==> src/rtl/irst_rerand_engine_pkg.sv <==
// Shared types, constants and the key-mask helper for the instruction-memory
// re-randomisation engine (package irst_pkg).
package irst_pkg;

    typedef enum logic [3:0] {
        IDLE  = 4'd0,
        DRAIN = 4'd1,
        RD    = 4'd2,
        WAIT  = 4'd3,
        WR    = 4'd4,
        VRD   = 4'd5,
        VWAIT = 4'd6,
        SWAP  = 4'd7,
        FIN   = 4'd8
    } irst_state_e;

    // Cycles the fetch/decode stages need to retire after the stall is raised.
    localparam int unsigned DRAIN_CYC = 3;

    // Widest key the mask helper can rotate.
    localparam int unsigned KMAX_W = 64;

    // Rotate the low w bits of key left by (addr*rot) mod w.
    function automatic logic [KMAX_W-1:0] kmask(
        input logic [KMAX_W-1:0] key,
        input int unsigned       addr,
        input int unsigned       w,
        input int unsigned       rot
    );
        logic [KMAX_W-1:0] res;
        int unsigned       amt;
        int unsigned       dst;
        res = {KMAX_W{1'b0}};
        amt = (addr * rot) % w;
        for (int unsigned i = 0; i < w; i++) begin
            dst      = (i + amt) % w;
            res[dst] = key[i];
        end
        return res;
    endfunction

endpackage

==> src/rtl/irst_rerand_engine_if.sv <==
// Control and instruction-memory bus of the re-randomisation engine.
// The engine connects through the slave modport; core/memory side uses master.
interface irst_rerand_engine_if #(
    parameter int unsigned DATA_W = 16,
    parameter int unsigned ADDR_W = 8,
    parameter int unsigned KEY_W  = DATA_W
);
    logic              start;
    logic [ADDR_W-1:0] base_addr;
    logic [ADDR_W:0]   length;
    logic [KEY_W-1:0]  new_key;
    logic [KEY_W-1:0]  cur_key;
    logic [ADDR_W-1:0] mem_addr;
    logic              mem_rd_en;
    logic [DATA_W-1:0] mem_rd_data;
    logic              mem_wr_en;
    logic [DATA_W-1:0] mem_wr_data;
    logic              core_stall_n;
    logic              busy;
    logic              done;
    logic              err;

    modport master (
        output start, base_addr, length, new_key, mem_rd_data,
        input  cur_key, mem_addr, mem_rd_en, mem_wr_en, mem_wr_data,
        input  core_stall_n, busy, done, err
    );

    modport slave (
        input  start, base_addr, length, new_key, mem_rd_data,
        output cur_key, mem_addr, mem_rd_en, mem_wr_en, mem_wr_data,
        output core_stall_n, busy, done, err
    );
endinterface

==> src/rtl/irst_rerand_engine_key_mask.sv <==
// Combinational per-address key mask: rotl(key, (addr*ROT) mod DATA_W).
module irst_key_mask
    import irst_pkg::*;
#(
    parameter int unsigned DATA_W = 16,
    parameter int unsigned ADDR_W = 8,
    parameter int unsigned ROT    = 3
) (
    input  logic [DATA_W-1:0] key,
    input  logic [ADDR_W-1:0] addr,
    output logic [DATA_W-1:0] mask
);

    // Mask for the addressed word.
    always_comb begin
        mask = DATA_W'(kmask(KMAX_W'(key), 32'(addr), DATA_W, ROT));
    end

endmodule

==> src/rtl/irst_rerand_engine.sv <==
// Instruction-memory re-randomisation engine: stalls the core, re-keys a window
// of memory word by word, then swaps keys. Optional verify pass: IRST_VERIFY_EN.
module irst_rerand_engine
    import irst_pkg::*;
#(
    parameter int unsigned DATA_W = 16,
    parameter int unsigned ADDR_W = 8,
    parameter int unsigned KEY_W  = DATA_W,
    parameter int unsigned ROT    = 3
) (
    input logic                 clk,
    input logic                 rst,
    irst_rerand_engine_if.slave bus
);

    if (KEY_W != DATA_W) begin : g_key_w_chk
        $error("irst_rerand_engine: KEY_W must equal DATA_W");
    end
    if (ROT >= DATA_W) begin : g_rot_chk
        $error("irst_rerand_engine: ROT must be below DATA_W");
    end
    if (DATA_W > KMAX_W) begin : g_data_w_chk
        $error("irst_rerand_engine: DATA_W exceeds KMAX_W");
    end

    localparam logic [ADDR_W+1:0] WIN_MAX    = {2'b01, {ADDR_W{1'b0}}};
    localparam logic [ADDR_W:0]   REM_ONE    = (ADDR_W+1)'(1'b1);
    localparam logic [ADDR_W-1:0] PTR_ONE    = ADDR_W'(1'b1);
    localparam logic [1:0]        DRAIN_LAST = 2'(DRAIN_CYC - 1);

    irst_state_e       state_r;
    logic [ADDR_W-1:0] ptr_r;
    logic [ADDR_W:0]   remaining_r;
    logic [KEY_W-1:0]  nkey_r;
    logic [KEY_W-1:0]  cur_key_r;
    logic [1:0]        drain_cnt_r;
    logic [ADDR_W-1:0] mem_addr_r;
    logic              rd_en_r;
    logic              wr_en_r;
    logic [DATA_W-1:0] wr_data_r;
    logic              stall_n_r;
    logic              busy_r;
    logic              done_r;
    logic              err_r;

`ifdef IRST_VERIFY_EN
    logic [ADDR_W-1:0] base_r;
    logic [ADDR_W:0]   len_r;
    logic [DATA_W-1:0] wr_xor_r;
    logic [DATA_W-1:0] rd_xor_r;
    logic              vfail_r;
`endif

    logic [DATA_W-1:0] old_mask_s;
    logic [DATA_W-1:0] new_mask_s;
    logic [ADDR_W+1:0] win_end_s;
    logic              len_over_s;
    logic              win_over_s;
    logic [ADDR_W:0]   len_eff_s;

    irst_key_mask #(.DATA_W(DATA_W), .ADDR_W(ADDR_W), .ROT(ROT)) u_old_mask (
        .key  (cur_key_r),
        .addr (ptr_r),
        .mask (old_mask_s)
    );

    irst_key_mask #(.DATA_W(DATA_W), .ADDR_W(ADDR_W), .ROT(ROT)) u_new_mask (
        .key  (nkey_r),
        .addr (ptr_r),
        .mask (new_mask_s)
    );

    // Range check of the requested window; oversize lengths clamp to the full memory.
    always_comb begin
        win_end_s  = {2'b00, bus.base_addr} + {1'b0, bus.length};
        len_over_s = ({1'b0, bus.length} > WIN_MAX);
        win_over_s = (win_end_s > WIN_MAX);
        len_eff_s  = len_over_s ? WIN_MAX[ADDR_W:0] : bus.length;
    end

    // Sweep sequencer with registered memory strobes and status outputs.
    always_ff @(posedge clk or posedge rst) begin
        if (rst) begin
            state_r     <= IDLE;
            ptr_r       <= {ADDR_W{1'b0}};
            remaining_r <= {(ADDR_W+1){1'b0}};
            nkey_r      <= {KEY_W{1'b0}};
            cur_key_r   <= {KEY_W{1'b0}};
            drain_cnt_r <= 2'd0;
            mem_addr_r  <= {ADDR_W{1'b0}};
            rd_en_r     <= 1'b0;
            wr_en_r     <= 1'b0;
            wr_data_r   <= {DATA_W{1'b0}};
            stall_n_r   <= 1'b1;
            busy_r      <= 1'b0;
            done_r      <= 1'b0;
            err_r       <= 1'b0;
`ifdef IRST_VERIFY_EN
            base_r      <= {ADDR_W{1'b0}};
            len_r       <= {(ADDR_W+1){1'b0}};
            wr_xor_r    <= {DATA_W{1'b0}};
            rd_xor_r    <= {DATA_W{1'b0}};
            vfail_r     <= 1'b0;
`endif
        end else begin
            rd_en_r <= 1'b0;
            wr_en_r <= 1'b0;
            done_r  <= 1'b0;
            case (state_r)
                IDLE: begin
                    if (bus.start) begin
                        if (bus.length == {(ADDR_W+1){1'b0}}) begin
                            done_r <= 1'b1;
                        end else begin
                            ptr_r       <= bus.base_addr;
                            remaining_r <= len_eff_s;
                            nkey_r      <= bus.new_key;
                            err_r       <= len_over_s | win_over_s;
                            drain_cnt_r <= 2'd0;
                            busy_r      <= 1'b1;
                            stall_n_r   <= 1'b0;
                            state_r     <= DRAIN;
`ifdef IRST_VERIFY_EN
                            base_r      <= bus.base_addr;
                            len_r       <= len_eff_s;
                            wr_xor_r    <= {DATA_W{1'b0}};
                            rd_xor_r    <= {DATA_W{1'b0}};
                            vfail_r     <= 1'b0;
`endif
                        end
                    end
                end
                DRAIN: begin
                    if (drain_cnt_r == DRAIN_LAST) begin
                        rd_en_r    <= 1'b1;
                        mem_addr_r <= ptr_r;
                        state_r    <= RD;
                    end else begin
                        drain_cnt_r <= drain_cnt_r + 2'd1;
                    end
                end
                RD: begin
                    state_r <= WAIT;
                end
                WAIT: begin
                    wr_data_r  <= bus.mem_rd_data ^ old_mask_s ^ new_mask_s;
                    wr_en_r    <= 1'b1;
                    mem_addr_r <= ptr_r;
                    state_r    <= WR;
                end
                WR: begin
`ifdef IRST_VERIFY_EN
                    wr_xor_r <= wr_xor_r ^ wr_data_r;
`endif
                    if (remaining_r > REM_ONE) begin
                        ptr_r       <= ptr_r + PTR_ONE;
                        remaining_r <= remaining_r - REM_ONE;
                        rd_en_r     <= 1'b1;
                        mem_addr_r  <= ptr_r + PTR_ONE;
                        state_r     <= RD;
                    end else begin
`ifdef IRST_VERIFY_EN
                        ptr_r       <= base_r;
                        remaining_r <= len_r;
                        rd_en_r     <= 1'b1;
                        mem_addr_r  <= base_r;
                        state_r     <= VRD;
`else
                        state_r     <= SWAP;
`endif
                    end
                end
`ifdef IRST_VERIFY_EN
                VRD: begin
                    state_r <= VWAIT;
                end
                VWAIT: begin
                    rd_xor_r <= rd_xor_r ^ bus.mem_rd_data;
                    if (remaining_r > REM_ONE) begin
                        ptr_r       <= ptr_r + PTR_ONE;
                        remaining_r <= remaining_r - REM_ONE;
                        rd_en_r     <= 1'b1;
                        mem_addr_r  <= ptr_r + PTR_ONE;
                        state_r     <= VRD;
                    end else begin
                        // Read-back checksum must equal the checksum of everything written.
                        if ((rd_xor_r ^ bus.mem_rd_data) != wr_xor_r) begin
                            vfail_r <= 1'b1;
                            err_r   <= 1'b1;
                        end
                        state_r <= SWAP;
                    end
                end
`endif
                SWAP: begin
`ifdef IRST_VERIFY_EN
                    if (!vfail_r) begin
                        cur_key_r <= nkey_r;
                    end
`else
                    cur_key_r <= nkey_r;
`endif
                    state_r <= FIN;
                end
                FIN: begin
                    done_r    <= 1'b1;
                    busy_r    <= 1'b0;
                    stall_n_r <= 1'b1;
                    state_r   <= IDLE;
                end
                default: begin
                    state_r <= IDLE;
                end
            endcase
        end
    end

    assign bus.cur_key      = cur_key_r;
    assign bus.mem_addr     = mem_addr_r;
    assign bus.mem_rd_en    = rd_en_r;
    assign bus.mem_wr_en    = wr_en_r;
    assign bus.mem_wr_data  = wr_data_r;
    assign bus.core_stall_n = stall_n_r;
    assign bus.busy         = busy_r;
    assign bus.done         = done_r;
    assign bus.err          = err_r;

endmodule

==> src/flat_wrapper.sv <==
// flat-port wrapper written by rule: the top's interface ports become plain ports
module irst_rerand_engine_flat import irst_pkg::*;
#(
    parameter int unsigned DATA_W = 16,
    parameter int unsigned ADDR_W = 8,
    parameter int unsigned KEY_W  = DATA_W,
    parameter int unsigned ROT    = 3
)
  (clk, rst, bus_start, bus_base_addr, bus_length, bus_new_key, bus_mem_rd_data, bus_cur_key, bus_mem_addr, bus_mem_rd_en, bus_mem_wr_en, bus_mem_wr_data, bus_core_stall_n, bus_busy, bus_done, bus_err);
  irst_rerand_engine_if #(.DATA_W(DATA_W), .ADDR_W(ADDR_W), .KEY_W(KEY_W)) bus_i ();
  input logic clk;
  input logic rst;
  input wire logic [$bits(bus_i.start)-1:0] bus_start;
  input wire logic [$bits(bus_i.base_addr)-1:0] bus_base_addr;
  input wire logic [$bits(bus_i.length)-1:0] bus_length;
  input wire logic [$bits(bus_i.new_key)-1:0] bus_new_key;
  input wire logic [$bits(bus_i.mem_rd_data)-1:0] bus_mem_rd_data;
  output wire logic [$bits(bus_i.cur_key)-1:0] bus_cur_key;
  output wire logic [$bits(bus_i.mem_addr)-1:0] bus_mem_addr;
  output wire logic [$bits(bus_i.mem_rd_en)-1:0] bus_mem_rd_en;
  output wire logic [$bits(bus_i.mem_wr_en)-1:0] bus_mem_wr_en;
  output wire logic [$bits(bus_i.mem_wr_data)-1:0] bus_mem_wr_data;
  output wire logic [$bits(bus_i.core_stall_n)-1:0] bus_core_stall_n;
  output wire logic [$bits(bus_i.busy)-1:0] bus_busy;
  output wire logic [$bits(bus_i.done)-1:0] bus_done;
  output wire logic [$bits(bus_i.err)-1:0] bus_err;
  assign bus_i.start = bus_start;
  assign bus_i.base_addr = bus_base_addr;
  assign bus_i.length = bus_length;
  assign bus_i.new_key = bus_new_key;
  assign bus_i.mem_rd_data = bus_mem_rd_data;
  assign bus_cur_key = bus_i.cur_key;
  assign bus_mem_addr = bus_i.mem_addr;
  assign bus_mem_rd_en = bus_i.mem_rd_en;
  assign bus_mem_wr_en = bus_i.mem_wr_en;
  assign bus_mem_wr_data = bus_i.mem_wr_data;
  assign bus_core_stall_n = bus_i.core_stall_n;
  assign bus_busy = bus_i.busy;
  assign bus_done = bus_i.done;
  assign bus_err = bus_i.err;
  irst_rerand_engine #(.DATA_W(DATA_W), .ADDR_W(ADDR_W), .KEY_W(KEY_W), .ROT(ROT)) u_core (.clk(clk), .rst(rst), .bus(bus_i));
endmodule
==> config.mk <==
export PLATFORM = sky130hd
export DESIGN_NAME = irst_rerand_engine_flat
export DESIGN_NICKNAME = d
export VERILOG_FILES = /design/src/rtl/irst_rerand_engine_pkg.sv /design/src/rtl/irst_rerand_engine_if.sv /design/src/rtl/irst_rerand_engine_key_mask.sv /design/src/rtl/irst_rerand_engine.sv /design/src/flat_wrapper.sv
export SDC_FILE = /design/constraint.sdc
export NUM_CORES = 1
export LEC_CHECK = 0
export ABC_AREA = 1
export ABC_CLOCK_PERIOD_IN_PS = 4200
export CAP_MARGIN = 20
export CORE_UTILIZATION = 35
export DETAILED_ROUTE_END_ITERATION = 8
export DONT_BUFFER_PORTS = 1
export PLACE_DENSITY = 0.52
export SLEW_MARGIN = 20
export SYNTH_ARGS = -nofsm -noshare
export SYNTH_HDL_FRONTEND = slang
export SYNTH_HIERARCHICAL = 1
export SYNTH_SLANG_ARGS = --single-unit
==> constraint.sdc <==
create_clock -name clk -period 4.2 [get_ports clk]
set_input_delay 0.84 -clock clk [delete_from_list [all_inputs] [get_ports clk]]
set_output_delay 0.84 -clock clk [all_outputs]
set_load 0.1 [all_outputs]
* Word level (Yosys, flattened, before mapping)
Cells that the tools add are included.
** Storage, ports and cells
- Bits of input ports :: 52
- Bits in registers :: 85
** Operators by class
- Multiply operators :: 1
- Eq/ne operators :: 12
- Add/subtract/negate cells :: 19
- Bitwise logic cells :: 6
- Muxes and demuxes :: 95
- Order comparisons :: 35
- Reductions and logical operators :: 28
** Operators by type and width (number)
- $bwmux 64 :: 30
- $and 64x16->64 :: 2
- $lt 4x7->1 const B :: 16
- $demux 1 s4 :: 16
- $ge 4x1->1 const B :: 16
- $mux 9 :: 4
- $add 4x4->4 const A :: 8
- $mux 8 :: 4
- $xor 16x16->16 :: 2
- $mux 1 :: 25
- $pmux 4 s6 :: 1
- $pmux 8 s3 :: 1
- $pmux 9 s2 :: 1
- $add 3x4->4 const A :: 4
- $logic_and 1x1->1 :: 16
- $pmux 8 s2 :: 1
- $mux 4 :: 3
- $reduce_and 3->1 :: 4
- $add 8x9->10 :: 1
- $gt 10x9->1 const B :: 1
- $gt 9x1->1 const B :: 1
- $gt 9x9->1 const B :: 1
- $logic_not 9->1 :: 1
- $sub 9x1->9 const B :: 1
- 22 further kinds :: 36

* Longest topological paths before layout
Gate-level depths: netlist (run 1).
- Depth in word-level cells :: 23
- Gate-level depth with buffers :: 34

* Cells and area by module
The synthesis (run 1) kept the hierarchy.
** By module, submodules not included
- irst_rerand_engine :: cells an instance 549, seq. area each 2128.3 um^2, times used 1, area each 4540.6 um^2
- irst_key_mask (u_core.u_new_mask) :: cells an instance 950, seq. area each 0.0 um^2, times used 1, area each 4297.9 um^2
- irst_key_mask (u_core.u_old_mask) :: cells an instance 974, seq. area each 0.0 um^2, times used 1, area each 4225.3 um^2

* Worst setup path after synthesis (run 1)
No wires, ideal clock.
- Kind :: register to register
- Start point :: reg u_core.ptr_r[0]
- End point :: reg u_core.wr_data_r[6] (netlist: u_core/bus.mem_wr_data[6])
- Cell stages (with the launch flop) :: 32
- Setup slack :: 178 ps
- Arrival :: 3889 ps
- Cell sequence :: dfrtp_1 -> ha_1 -> inv_1 -> fa_1 -> buf_4 -> inv_1 -> ha_1 -> nand2_1 -> inv_1 -> nand3_1 -> nand2_2 -> nor2_1 -> nand2_1 -> o211ai_1 -> nand3_1 -> nand2_1 -> nand2_1 -> nand2_1 -> nand2_1 -> nand2_1 -> nand2_1 -> nand2_1 -> nand2_1 -> nand2_1 -> nand2_1 -> nand2_1 -> nand2_1 -> nand2_1 -> nand2_1 -> xnor2_1 -> xor2_1 -> o21ai_0
** On the way
- Longest elaborated chain between the ends :: 23
** Ends and longest elaborated chain
- from (decl) :: RTL line irst_rerand_engine.sv:32 : logic [ADDR_W-1:0] ptr_r;
- from (signal assigned) :: RTL line irst_rerand_engine.sv:85 : ptr_r <= {ADDR_W{1'b0}};
- from (signal assigned) :: RTL line irst_rerand_engine.sv:115 : ptr_r <= bus.base_addr;
- from (signal assigned) :: RTL line irst_rerand_engine.sv:156 : ptr_r <= ptr_r + PTR_ONE;
- $mul 8x2->4 (*) :: RTL line irst_rerand_engine_pkg.sv:34 : amt = (addr * rot) % w;
- $add 1x4->4 (tied with other cells) :: RTL line irst_rerand_engine_pkg.sv:36 : dst = (i + amt) % w;
- $lt 4x7->1 (not written as such) (tied with other cells) :: RTL line irst_rerand_engine_pkg.sv:37 : res[dst] = key[i];
- $logic_and 1x1->1 (not written as such) or $mux 1 (tied branches) :: RTL line irst_rerand_engine_pkg.sv:37
- $mux 1 (not written as such) or $demux 1 s4 (tied branches) :: RTL line irst_rerand_engine_pkg.sv:37
- $demux 1 s4 or $and 64x16->64 (tied branches)
- $bwmux 64 (14 in a row) :: RTL line irst_rerand_engine_pkg.sv:37
- $bwmux 64 (*) :: RTL line irst_rerand_engine_pkg.sv:37
- named net u_core.old_mask_s[6] :: RTL line irst_rerand_engine.sv:54 : logic [DATA_W-1:0] old_mask_s;
- $xor 16x16->16 (*) (2 in a row) :: RTL line irst_rerand_engine.sv:146 : wr_data_r <= bus.mem_rd_data ^ old_mask_s ^ new_mask_s;
- to (signal assigned) :: RTL line irst_rerand_engine.sv:93 : wr_data_r <= {DATA_W{1'b0}};
- to (signal assigned) :: RTL line irst_rerand_engine.sv:146
- to (decl) :: RTL line irst_rerand_engine.sv:40 : logic [DATA_W-1:0] wr_data_r;
The timed path passes the listed nets; every way through them passes the cells marked *.
A chain may end at the register's enable or synchronous reset.

* Worst setup path in the final report (run 1)
- Start point :: reg u_core.ptr_r[1]
- End point :: reg u_core.wr_data_r[4] (netlist: u_core/bus.mem_wr_data[4])
The elaborated chain is that of the path after synthesis.

==> results of run 1 <==
==> critical path, delay by kind of cell (launching register included) <==
family | cells | cell delay (ns)
XOR/XNOR | 2 | 0.33
adder cells (fa/ha/maj) | 3 | 0.88
flip-flops | 1 | 0.46
buffers and inverters | 4 | 0.33
AND/OR/NAND/NOR | 17 | 1.36
AO/OA/AOI/OAI | 4 | 0.54
==> through the flow <==
| stage | util (%) | setup WS [ns] | area (um^2) | hold WS (ns) |
|---|---|---|---|---|
| floorplan | - | 0.178 | 13100 | 0.456 |
| finish | 42.6 | 0.135 | 15600 | 0.476 |
| global route | 42.6 | -0.0980 | 15600 | 0.519 |
| CTS | 39.9 | 0.00477 | 14700 | 0.510 |
| global placement | 38.8 | -0.244 | 14300 | 0.471 |
| detailed placement | 38.8 | -0.303 | 14300 | 0.494 |
==> Yosys cell counts (4+ instances only) <==
cell      count
nand3_1     144
a31oi_1      12
buf_6         5
xnor2_1      17
nand2_4       7
xor2_2        4
nand4_1       9
nand2_2      19
nor2_4       13
or2_2         5
nand2_1     824
a21oi_1      47
o21bai_1      4
nand3_2       4
dfrtp_1      84
o21ai_1      52
buf_1        10
nor2_1      149
inv_2        20
clkbuf_1     32
ha_1         31
nor2_2       24
o21ai_0     354
clkinv_1      5
inv_1       523
buf_2        14
xor2_1       21
o211ai_1      5
==> layer usage <==
layer	global-route usage (%)	vias up
met1	41.5	7369
met3	7.32	100
met4	9.42	0
li1	-	7769
met2	48.0	851
met5	0	-
==> placed cells by master (no fill, tap or decap), types with 4 or more instances in the layout <==
| master | Yosys | layout |
|---|---|---|
| o21ai_1 | 52 | 67 |
| inv_4 | 2 | 4 |
| nand4_1 | 9 | 9 |
| nor2_1 | 149 | 120 |
| a21oi_4 | 0 | 4 |
| or2_2 | 5 | 5 |
| dfrtp_1 | 84 | 82 |
| clkinv_1 | 5 | 5 |
| inv_2 | 20 | 29 |
| a31oi_1 | 12 | 12 |
| ha_1 | 31 | 24 |
| o21ai_2 | 1 | 11 |
| ha_4 | 0 | 6 |
| buf_6 | 5 | 5 |
| nand3_1 | 144 | 138 |
| xnor2_2 | 1 | 14 |
| a21oi_2 | 1 | 5 |
| o21ai_0 | 354 | 329 |
| buf_4 | 2 | 150 |
| o211ai_1 | 5 | 5 |
| nor2_2 | 24 | 35 |
| clkbuf_16 | 0 | 9 |
| nand2_1 | 824 | 759 |
| nor2_4 | 13 | 31 |
| inv_1 | 523 | 511 |
| a21oi_1 | 47 | 39 |
| xor2_1 | 21 | 21 |
| nand2_2 | 19 | 75 |
| nand2_4 | 7 | 15 |
| nand3_2 | 4 | 8 |
==> state kept, by name, indices dropped and copies added, names as in the netlist, 2 cells and up <==
signal,cells
u_core/nkey_r,16
u_core/bus.cur_key,16
u_core/bus.mem_addr,8
u_core/remaining_r,9
u_core/ptr_r,8
u_core/state_r,4
u_core/drain_cnt_r,2
u_core/bus.mem_wr_data,16
==> layout make-up <==
type,instances,area [um^2]
fill,4140,21100
multi-input combinational,1774,9300
clock inverter,7,86.3
timing repair buffer,157,1220
tap,468,586
inverter,550,2080
clock buffer,9,225
sequential,85,2130
==> final timing paths <==
check / startpoint / to / slack [ns]
worst max-delay path: u_core/ptr_r[1] / u_core/bus.mem_wr_data[4] / 0.13
worst min-delay path: rst / u_core/bus.cur_key[1] / 0.48
worst max register to register: u_core/ptr_r[1] / u_core/bus.mem_wr_data[4] / 0.13
worst min register to register: u_core/drain_cnt_r[1] / u_core/drain_cnt_r[1] / 0.51
max in group asynchronous: rst / u_core/bus.core_stall_n / 2.79
min in group clk: u_core/drain_cnt_r[1] / u_core/drain_cnt_r[1] / 0.51
==> kinds of logic (layout without fill, tap and decap cells) <==
| group | count (synthesis) | after routing | synth area share (%) |
|---|---|---|---|
| buffers and inverters | 614 | 723 | 18.2 |
| DFF | 85 | 85 | 16.3 |
| and+or+nand+nor | 1208 | 1208 | 39.2 |
| AOI/OAI and AO/OA | 485 | 485 | 19.1 |
| muxes | 2 | 2 | 0.172 |
| adders and majority gates | 34 | 34 | 3.43 |
| xor gates and xnor gates | 45 | 45 | 3.59 |
==> repair_timing <==
action	4_1_cts	5_1_grt
buffers inserted	3	32
pin swaps	3	71
endpoints found under the setup margin	11	16
resized for setup	15	216
==> impl_results.md, run 1 <==
* # nets final at about 2700
* Ys flop type: dfrtp_1
* CTS buffer count at 9
* Root Driver: clkbuf_16
* Length of routed wiring on met1 at 25.1 mm
* Rows at 70
* Leading area contributor after synthesis: nand2_1
* DR pass1 iterations at 7
* Final setup vio count at 0
* Clock skew at 0.0109 ns
* Total GRT Usage at a little under a third
* Clk slew on worst S/H paths at 0.07 ns
* Clk buf depth at 2
* Top Metal Used: met4
* Dpl hpwl at between 40 and 50 mm
* Post-Route Setup TNS at 0 ns
* Mean Syn Cell Area at approximately 5.3 um^2
* Crit end category: flop
* Synth area leaders: nand2_1 24%, dfrtp_1 16%, inv_1 15%
* Worst hold path class: in -> async
* CP arrival at approximately 4.3 ns
* Worst Setup Start Kind: flop
* Routed Antenna Nets at 0
* First-pass GRT wire length at around 89 mm
* DP Cell Count at 2999
* DR DRC count at 0
* Grt total ovfl at 0
* Initial Util at ~36%
* Worst EP required at roughly 4.4 ns
* CP max stage cell: fa_1
* Least-Margin Pin Slew at 1.07 ns
* Flops & latches, synth at between 80 and 90
* Drt via density at ~5.3
* Sequential-to-total area share from yosys stat at between 10% and 20%
* Routed length per instance at 19.4 um
* Largest net degree at the start of global routing at 59
* Buffers on Ports at 0
* DR vias at 16100
* CP max FO at 6
* Synth-to-layout area growth at 19.6%
* Cells after Synth at 2473
* Wire length on met3 at between 6 and 7 mm
* Share of cells above drive strength 1 at between 15 and 20%
* Max-cap violations at 0
* CTS tree: done
* Slew HR at 28.3%
* Clock Latency Late Sink at 0.37 ns
* Area of the die at 38100 um^2
* Number of flops mapped to enable cells by yosys at 0
* Critical Path Max Stage Delay at 0.55 ns
* Warnings from Yosys at 6
* Antenna diodes at 0
* Slew Limit Fails at 0
* Metal2 WL at around 26 mm
* Initial antenna violation count at 0
* Top-area cell type share of the netlist area at 23.7%
* Peak Freq at roughly 0.25 GHz
* Fin cells at 3050
* H-tree depth at 3
* Final period utilization at approximately 97%
* # clock sinks at 85
* Status: finished clean
* Fin. Hold Viols at 0
* Die width at 195 um
* 1st-iter DRT viols at between 1500 and 2000
* Post-synthesis async set-or-reset flop share at between 90% and 100%
* # IOs at 98
* Vias in the first global route at between 10000 and 15000
* Fin crit period at 4.07 ns
* Die Span Y at 195 um
* Area of the core at about 37000 um^2
* CTS Hold Buffers Added at 0
* Synthesized net count at around 2600
* WL final at ~60 mm
* Mapped Area at 13100 um^2
* GPL Wtd Cong at between 1 and 1.5
* Unrepaired setup endpoints after global routing: yes
* FF-to-FF path depth at 30
* Critical path class: reg -> reg
* Unique cell type count in the Yosys netlist at 51
Power of run 1 is left out: the tool's default activity adds up to more than one toggle a clock period on the data nets, which glitch-free logic cannot reach.
==> inputs of run 2 (changes only) <==
--- a/config.mk
+++ b/config.mk
@@ -8,7 +8,10 @@
 export ABC_AREA = 1
 export ABC_CLOCK_PERIOD_IN_PS = 4200
 export CAP_MARGIN = 20
+export CORE_ASPECT_RATIO = 1.1
+export CORE_MARGIN = 3
 export CORE_UTILIZATION = 35
+export CTS_BUF_LIST = sky130_fd_sc_hd__clkbuf_4 sky130_fd_sc_hd__clkbuf_8
 export DETAILED_ROUTE_END_ITERATION = 8
 export DONT_BUFFER_PORTS = 1
 export PLACE_DENSITY = 0.52
==> impl_results.md, run 2 (synthesized netlist as in run 1, its figures left out) <==
* M1 GR Usage at 36.5% (-5.0 points)
* 1st-iter DRT viols at 1211 (-27%)
* Worst Setup Start Kind: flop
* CTS buffer count at 9 (unchanged)
* Status: finished clean
* Unrepaired setup endpoints after global routing: yes
* Antenna diodes at 0 (unchanged)
* Total GRT Usage at 31.0% (+0.29 points)
* Rows at 73 (+4.3%)
* Peak Freq at 0.241 GHz (-2.2%)
* Synth-to-layout area growth at 21.4%
* DR DRC count at 0 (unchanged)
* DR pass1 iterations at 8 (+1)
* Post-Route Setup TNS at 0 ns (unchanged)
* Initial antenna violation count at 0 (unchanged)
* DR vias at 15900 (-0.87%)
* Critical path class: reg -> reg
* Grt total ovfl at 0 (unchanged)
* Vias in the first global route at 14900 (+0.13%)
* Crit end category: flop
* Worst EP required at 4.47 ns (+0.06 ns)
* Initial Util at 35.8% (+0.25 points)
* Commonest non-fill, non-tap cell in the layout: nand2_1
* H-tree depth at 3 (unchanged)
* Final setup vio count at 0 (unchanged)
* Design Area, Final at 15900 um^2 (+1.5%)
* Max-cap violations at 0 (unchanged)
* Critical Path Max Stage Delay at 0.55 ns (about the same)
* Area of the core at 36400 um^2 (-0.69%)
* Slew Limit Fails at 0 (unchanged)
* CP max stage cell: fa_1
* Fin. Hold Viols at 0 (unchanged)
* Fin crit period at 4.16 ns (+0.0910 ns)
* Dpl hpwl at 49.7 mm (+9.1%)
* CP max FO at 6 (unchanged)
* Share of cells above drive strength 1 at 17.6% (+0.54 points)
* Largest net degree at the start of global routing at 54 (-8.5%)
* Drt via density at 5.12 (-2.9%)
* Clock skew at 0.0226 ns (+0.0117 ns)
* Area of the die at 39700 um^2 (+4.1%)
* # IOs at 98 (unchanged)
* GPL Wtd Cong at 1.00 (-3.2%)
* Die Span Y at 209 um (+6.9%)
* Clk buf depth at 2 (unchanged)
* Buffers on Ports at 0 (unchanged)
* Root Driver: clkbuf_8
* Routed length per instance at 20.4 um (+5.1%)
* Worst hold path class: in -> async
* Clock Latency Late Sink at 0.42 ns (+0.05 ns)
* # nets final at 2709 (+1.7%)
* CP arrival at 4.42 ns (+0.15 ns)
* CTS tree: done
* Commonest non-fill, non-tap cells in the layout: 760 x nand2_1, 514 x inv_1, 335 x o21ai_0
* Worst hold margin at 0.364 ns (-0.111 ns)
* Die width at 190 um (-2.6%)
* Crit-path most repeated cell: nand2_1
* Slew HR at 32.3% (+4.1 points)
* M2 GR Usage at 53.7% (+5.7 points)
* WL final at 63.5 mm (+7.3%)
* Final period utilization at 99.0% (+2.2 points)
* Routed Antenna Nets at 0 (unchanged)
* Grt met3 use at 3.52% (-3.8 points)
* Cell area after placement at 14600 um^2 (+2.4%)
* # clock sinks at 85 (unchanged)
* Clk slew on worst S/H paths at 0.12 ns (+0.05 ns)
* Least-Margin Pin Slew at 1.01 ns (-0.0610 ns)
* First-pass GRT wire length at 92.5 mm (+3.9%)
* GRT busiest layer: met2
-- run 2: worst max-delay path: cells and delay by family (launching register included) --
kind	cells	cell delay [ns]
XOR/XNOR	2	0.31
AND/OR/NAND/NOR	21	1.46
flip-flops	1	0.43
AO/OA/AOI/OAI	1	0.07
adder cells (fa/ha/maj)	3	0.93
buffers and inverters	8	0.84
-- run 2: through the flow --
| stage | utilization, % | std cells | setup WS [ns] |
|---|---|---|---|
| floorplan | - | 2473 | 0.178 |
| finish | 43.5 | 3115 | 0.0439 |
| CTS | 40.8 | 3080 | 0.00184 |
| global placement | 40.1 | 3061 | -0.311 |
| global route | 43.5 | 3115 | -0.265 |
| detailed placement | 40.1 | 3061 | -0.335 |
-- run 2: metal layers --
metal,vias up,part of all wire [%]
met1,7340,39
met5,-,0
met2,563,48
met4,0,7.0
met3,174,5.4
li1,7872,-
-- run 2: area by class of cell --
class,instances,area (um^2)
fill,4158,20600
timing repair buffer,203,1660
inverter,550,2080
clock buffer,9,124
sequential,85,2130
clock inverter,7,73.8
multi-input combinational,1774,9190
tap,487,609
-- run 2: final timing paths --
kind / startpoint / endpoint / slack [ns] / cells after the start
worst max-delay path: u_core/ptr_r[1] / u_core/bus.mem_wr_data[2] / 0.04 / 35
worst min-delay path: rst / u_core/drain_cnt_r[0] / 0.36 / 1
worst max register to register: u_core/ptr_r[1] / u_core/bus.mem_wr_data[2] / 0.04 / 35
worst min register to register: u_core/bus.cur_key[15] / u_core/bus.cur_key[15] / 0.49 / 2
max in group asynchronous: rst / u_core/bus.mem_wr_data[7] / 2.87 / 2
min in group clk: u_core/bus.cur_key[15] / u_core/bus.cur_key[15] / 0.49 / 2
-- run 2: repair_timing --
item                                   CTS  global route
pin swaps                                4            75
setup endpoints to repair               11            16
hold buffers                             0             0
buffers inserted                         3            34
endpoints found under the hold margin    0             0
cloned                                   0             1
gates resized for setup                 18           194
Power of run 2 is left out for the same reason.
